## config.mk

```make
export PLATFORM = sky130hd
export DESIGN_NAME = cpu_inta_sequencer
export DESIGN_NICKNAME = d
export VERILOG_FILES = /design/src/rtl/cpu_inta_sequencer.sv
export SDC_FILE = /design/constraint.sdc
export NUM_CORES = 1
export LEC_CHECK = 0
export BUFFER_PORTS_ARGS = -buffer_cell sky130_fd_sc_hd__clkbuf_2
export CAP_MARGIN = 20
export CORE_UTILIZATION = 50
export DETAILED_ROUTE_END_ITERATION = 8
export GPL_TIMING_DRIVEN = 1
export PLACE_DENSITY = 0.77
export SLEW_MARGIN = 0
export SYNTH_ARGS = -nofsm -noshare
export SYNTH_HDL_FRONTEND = slang
export SYNTH_SLANG_ARGS = --single-unit
```

## constraint.sdc

```tcl
create_clock -name clk -period 2.6 [get_ports clk]
set_input_delay 0.13 -clock clk [delete_from_list [all_inputs] [get_ports clk]]
set_output_delay 0.13 -clock clk [all_outputs]
set_load 0.05 [all_outputs]
```

## src/rtl/cpu_inta_sequencer.sv

```systemverilog
// ---------------------------------------------------------------------------
// cpu_inta_sequencer
//
// CPU-side initiator of the 8259 interrupt-acknowledge handshake. Samples the
// PIC INT line through a two-flop synchronizer, issues the 8086-style
// two-pulse INTA_n sequence, captures the vector byte on the edge that ends
// the second pulse, and then blocks further acknowledges until the CPU
// signals return-from-interrupt with iret.
//
// Parameters:
//   PULSE_CYCLES  clk cycles INTA_n is held low per pulse (>=1)
//   GAP_CYCLES    clk cycles INTA_n is held high between the pulses (>=1)
//
// Ports:
//   clk           system clock, rising edge
//   rst_n         asynchronous active-low reset
//   INT           interrupt request from PIC (asynchronous, active high)
//   int_enable    CPU interrupt-enable flag
//   iret          one-cycle pulse, CPU finished the ISR
//   data_bus      PIC data bus, valid during the second INTA pulse
//   INTA_n        interrupt acknowledge to PIC, active low, registered
//   vector        captured interrupt vector, holds until next capture
//   vector_valid  one-cycle pulse when vector updates
//   busy          high from leaving IDLE until re-armed, registered
//   spurious      (only with INTA_SPURIOUS_DETECT_EN) INT was seen low
//                 during GAP or P2 of the last sequence
//
// Optional feature macro: INTA_SPURIOUS_DETECT_EN
//
// state   | meaning
// --------+-------------------------------------------------------------
// IDLE    | armed, waiting for synchronized INT with interrupts enabled
// P1      | first INTA_n low pulse
// GAP     | INTA_n high between the two pulses
// P2      | second INTA_n low pulse, vector captured on its last edge
// DONE    | vector_valid high for one cycle
// SERVICE | ISR running, waiting for iret to re-arm
// ---------------------------------------------------------------------------
module cpu_inta_sequencer #(
    parameter int PULSE_CYCLES = 2,
    parameter int GAP_CYCLES   = 2
) (
    input  logic       clk,
    input  logic       rst_n,
    input  logic       INT,
    input  logic       int_enable,
    input  logic       iret,
    input  logic [7:0] data_bus,
    output logic       INTA_n,
    output logic [7:0] vector,
    output logic       vector_valid,
    output logic       busy
`ifdef INTA_SPURIOUS_DETECT_EN
    ,
    output logic       spurious
`endif
);

    localparam int MAX_CYCLES = (PULSE_CYCLES > GAP_CYCLES) ? PULSE_CYCLES : GAP_CYCLES;
    localparam int CNT_W      = $clog2(MAX_CYCLES + 1);

    // Counter holds "cycles remaining minus one" so the phase ends when it reads zero.
    localparam logic [CNT_W-1:0] PULSE_LOAD = CNT_W'(PULSE_CYCLES - 1);
    localparam logic [CNT_W-1:0] GAP_LOAD   = CNT_W'(GAP_CYCLES - 1);
    localparam logic [CNT_W-1:0] CNT_ONE    = CNT_W'(1);

    typedef enum logic [2:0] {
        S_IDLE,
        S_P1,
        S_GAP,
        S_P2,
        S_DONE,
        S_SERVICE
    } state_t;

    state_t           state;
    state_t           next_state;
    logic [CNT_W-1:0] cnt;
    logic [CNT_W-1:0] cnt_next;
    logic             int_meta;
    logic             int_s;
    logic             cnt_zero;
    logic             capture;
    logic             enter_p1;

    assign cnt_zero = (cnt == '0);
    assign capture  = (state == S_P2) && cnt_zero;
    assign enter_p1 = (state == S_IDLE) && (next_state == S_P1);

    always_ff @(posedge clk or negedge rst_n) begin
        if (!rst_n) begin
            int_meta <= 1'b0;
            int_s    <= 1'b0;
        end else begin
            int_meta <= INT;
            int_s    <= int_meta;
        end
    end

    always_comb begin
        next_state = state;
        cnt_next   = cnt;
        case (state)
            S_IDLE: begin
                if (int_s && int_enable) begin
                    next_state = S_P1;
                    cnt_next   = PULSE_LOAD;
                end
            end
            S_P1: begin
                if (cnt_zero) begin
                    next_state = S_GAP;
                    cnt_next   = GAP_LOAD;
                end else begin
                    cnt_next = cnt - CNT_ONE;
                end
            end
            S_GAP: begin
                if (cnt_zero) begin
                    next_state = S_P2;
                    cnt_next   = PULSE_LOAD;
                end else begin
                    cnt_next = cnt - CNT_ONE;
                end
            end
            S_P2: begin
                if (cnt_zero) begin
                    next_state = S_DONE;
                    cnt_next   = '0;
                end else begin
                    cnt_next = cnt - CNT_ONE;
                end
            end
            S_DONE: begin
                next_state = S_SERVICE;
                cnt_next   = '0;
            end
            S_SERVICE: begin
                if (iret) begin
                    next_state = S_IDLE;
                    cnt_next   = '0;
                end
            end
            default: begin
                next_state = S_IDLE;
                cnt_next   = '0;
            end
        endcase
    end

    // INTA_n and busy are registered from next_state so they change exactly
    // on the state-entry edge and never glitch.
    always_ff @(posedge clk or negedge rst_n) begin
        if (!rst_n) begin
            state        <= S_IDLE;
            cnt          <= '0;
            INTA_n       <= 1'b1;
            busy         <= 1'b0;
            vector       <= 8'h00;
            vector_valid <= 1'b0;
        end else begin
            state        <= next_state;
            cnt          <= cnt_next;
            INTA_n       <= !((next_state == S_P1) || (next_state == S_P2));
            busy         <= (next_state != S_IDLE);
            vector_valid <= capture;
            if (capture) begin
                vector <= data_bus;
            end
        end
    end

`ifdef INTA_SPURIOUS_DETECT_EN
    // spur_seen remembers a low int_s in any earlier GAP/P2 cycle; the final
    // P2 cycle is folded in directly at capture time.
    logic spur_seen;
    logic in_gap_or_p2;

    assign in_gap_or_p2 = (state == S_GAP) || (state == S_P2);

    always_ff @(posedge clk or negedge rst_n) begin
        if (!rst_n) begin
            spur_seen <= 1'b0;
            spurious  <= 1'b0;
        end else begin
            if (enter_p1) begin
                spur_seen <= 1'b0;
                spurious  <= 1'b0;
            end else begin
                if (in_gap_or_p2 && !int_s) begin
                    spur_seen <= 1'b1;
                end
                if (capture) begin
                    spurious <= spur_seen || !int_s;
                end
            end
        end
    end
`else
    logic unused_enter_p1;
    assign unused_enter_p1 = enter_p1;
`endif

endmodule
```

==> flow_metrics.tcl <==
set metrics [dict create \
    cts_buffers 3 \
    finalSetupViolCount 0 \
    top_usage_layer "met2" \
    syn-num-nets 74 \
    syn_avg_cell_area_um2 13.64 \
    status "complete, no violations" \
    cts_resized 0 \
    coreArea_mm2 0.001524 \
    ys_seq_area_share_pct 54.29 \
    hold_class "in2reg" \
    critPathMaxStageDelay_ns 0.51 \
    grt_pass1_vias 483 \
    worst_slew_pin_slew_ns 0.4170 \
    worstPathCellList "nor2b_4 -> nand3_4 -> mux2_4" \
    yosysTopAreaCell "dfrtp_1" \
    fin_crit_sh_pct 54.37 \
    max-cap-violations 0 \
    clkTransAtPathRegs_ns 0.09 \
    wl_per_cell_um 12.03 \
    portBuffers 23 \
    syn2layout_area_growth_pct 17.89 \
    ys_ff_latch 18 \
    cts_tree "yes" \
    grt_max_degree 19 \
    num_vias 540 \
    synth_cell_types 26 \
    firstDrtPassIters 2 \
    die_x_um 42.80 \
    crit_slowest_cell "dfrtp_1" \
    final_max_slew_viol_count 0 \
    drt_iter0_drc 4 \
    final-hold-violation-count 0 \
    die_h_um 42.80 \
    crit_type "reg2reg" \
    final_layout_size_suffix_gt1_share_pct 46.51 \
    tns_ns 0 \
    max-slew-margin-rel_pct 72.20 \
    synth_area_um2 832.0 \
    fmax_mhz 707.4 \
    drt_wl_total_mm 1.227 \
    grt_pass1_wl_mm 2.063 \
    cts_setup_buffers 0 \
    grt_util_met1_pct 20.74 \
    die_area_mm2 0.001831 \
    rows 14 \
    skew_ns 0.005635 \
    num-nets-final 100 \
    grt-ovfl-total 0 \
    fillers 125 \
    cts_max_path_buffers 2 \
    min_period_ns 1.414 \
    track_usage_pct 15.81 \
    ant_nets 0 \
    netlist_instances 61 \
    initial_core_util_pct 54.60 \
    n_antenna_cell 0 \
    critPathCaptureType "flip-flop" \
    yosys_warnings 0 \
    synthTopCellsByArea "dfrtp_1 51%, mux2_4 14%, dfstp_2 3.2%" \
    insertion_delay_ns 0.30 \
    worstSetupStartpointType "flip-flop" \
    grt_antenna_before_repair 0 \
    cts_hold_repair.buffers 2 \
    worst-path-max-fanout 11 \
    vias_per_cell 5.294 \
    yosysTopAreaCellShare_pct 51.13 \
    dp_hpwl_um 923.6 \
    cts-htree-levels 1 \
    drc 0 \
    gp_congestion 0.7277 \
    io_pins 24 \
    cts.sinks 18 \
    grtUsageMet2_pct 22.73 \
    worstPathRequired_ns 2.78 \
    cts_root_buf "clkbuf_4" \
    rsz0062_at_grt "no" \
    arrival_ns 1.60 \
    met3_usage_pct 6.383 \
]
[path summary, 6_finish.rpt]
path / cells past startpoint / startpoint / end / slack, ns
hold / removal: 2 / data_bus[4] / vector[4] / 0.06
max in group asynchronous: 2 / rst_n / INTA_n / 1.98
setup reg to reg: 3 / state[0] / vector[6] / 1.19
hold reg to reg: 0 / int_meta / int_s / 0.36
min in group asynchronous: 2 / rst_n / vector_valid / 0.29
setup / recovery: 3 / state[0] / vector[6] / 1.19
[stage by stage]
stage	std cells	utilization [%]	hold WS, ns	instance area [um2]	setup slack [ns]
6_report	102	64.37	0.06235	980.9	1.186
3_3_place_gp	96	61.33	0.08899	934.6	1.209
2_1_floorplan	61	-	-0.1656	832.0	1.409
5_1_grt	102	64.37	0.04039	980.9	1.081
3_5_place_dp	96	61.33	0.08599	934.6	1.196
4_1_cts	102	64.37	0.04599	980.9	1.174
[critical path: cells and delay by family (launching register included)]
family / cells / cell delay (ns)
multiplexers: 1 / 0.36
AND/OR/NAND/NOR: 2 / 0.43
flip-flops: 1 / 0.51
[layout make-up]
| type | count | area, um2 | share of cell area, % |
|---|---|---|---|
| clock buffers | 4 | 26.28 | 2.679 |
| inverters | 1 | 3.754 | 0.3827 |
| multi-input cells | 38 | 344.1 | 35.08 |
| flip-flops and latches | 18 | 451.7 | 46.05 |
| well taps | 16 | 20.02 | 2.041 |
| repair buffers | 25 | 135.1 | 13.78 |
[cells in the mapped netlist]
cell type	number
a211o_1	1
a211oi_1	2
a21oi_1	4
a32o_1	1
and3b_1	1
and3b_2	1
buf_2	2
buf_6	2
dfrtp_1	17
dfstp_2	1
inv_1	1
mux2_4	8
nand2_1	3
nand3_4	1
nand4b_1	1
nor2_1	4
nor2_4	1
nor2b_1	1
nor2b_4	1
nor3b_2	1
nor4bb_1	1
o21ai_1	1
o21bai_1	1
o31a_1	2
or3_1	1
xnor2_1	1
[registers in the layout, summed over array words and instances (netlist names)]
register and count:
INTA_n 1, busy 1, cnt 2, int_meta 1, int_s 1, state 3
vector 8, vector_valid 1
[metal layers]
metal  part of all wire (%)  vias to the layer above
met4                    1.9                        0
met2                     47                       14
met5                      0                        -
met3                    4.8                        3
li1                       -                      271
met1                     46                      252
[logic make-up (layout without fill, tap and decap cells)]
logic type / Yosys count / count (layout) / share of synthesized area, %
flops: 18 / 18 / 54.29
buf+inv: 5 / 30 / 4.360
xor+xnor: 1 / 1 / 1.053
mux: 8 / 8 / 14.44
simple gates: 17 / 17 / 15.79
compound gates: 12 / 12 / 10.08
[cell usage in the layout, fill, tap and decap left out, types with 2 or more instances in the layout]
cell type | netlist | layout
nand2_1 | 3 | 3
dfrtp_1 | 17 | 17
clkbuf_2 | 0 | 23
nor2_1 | 4 | 4
mux2_4 | 8 | 8
a21oi_1 | 4 | 4
a211oi_1 | 2 | 2
o31a_1 | 2 | 2
clkbuf_4 | 0 | 3
dlygate4sd3_1 | 0 | 2
Power is not shown: default switching activity piles up to over one toggle a cycle in this logic, so the estimate is an artifact.
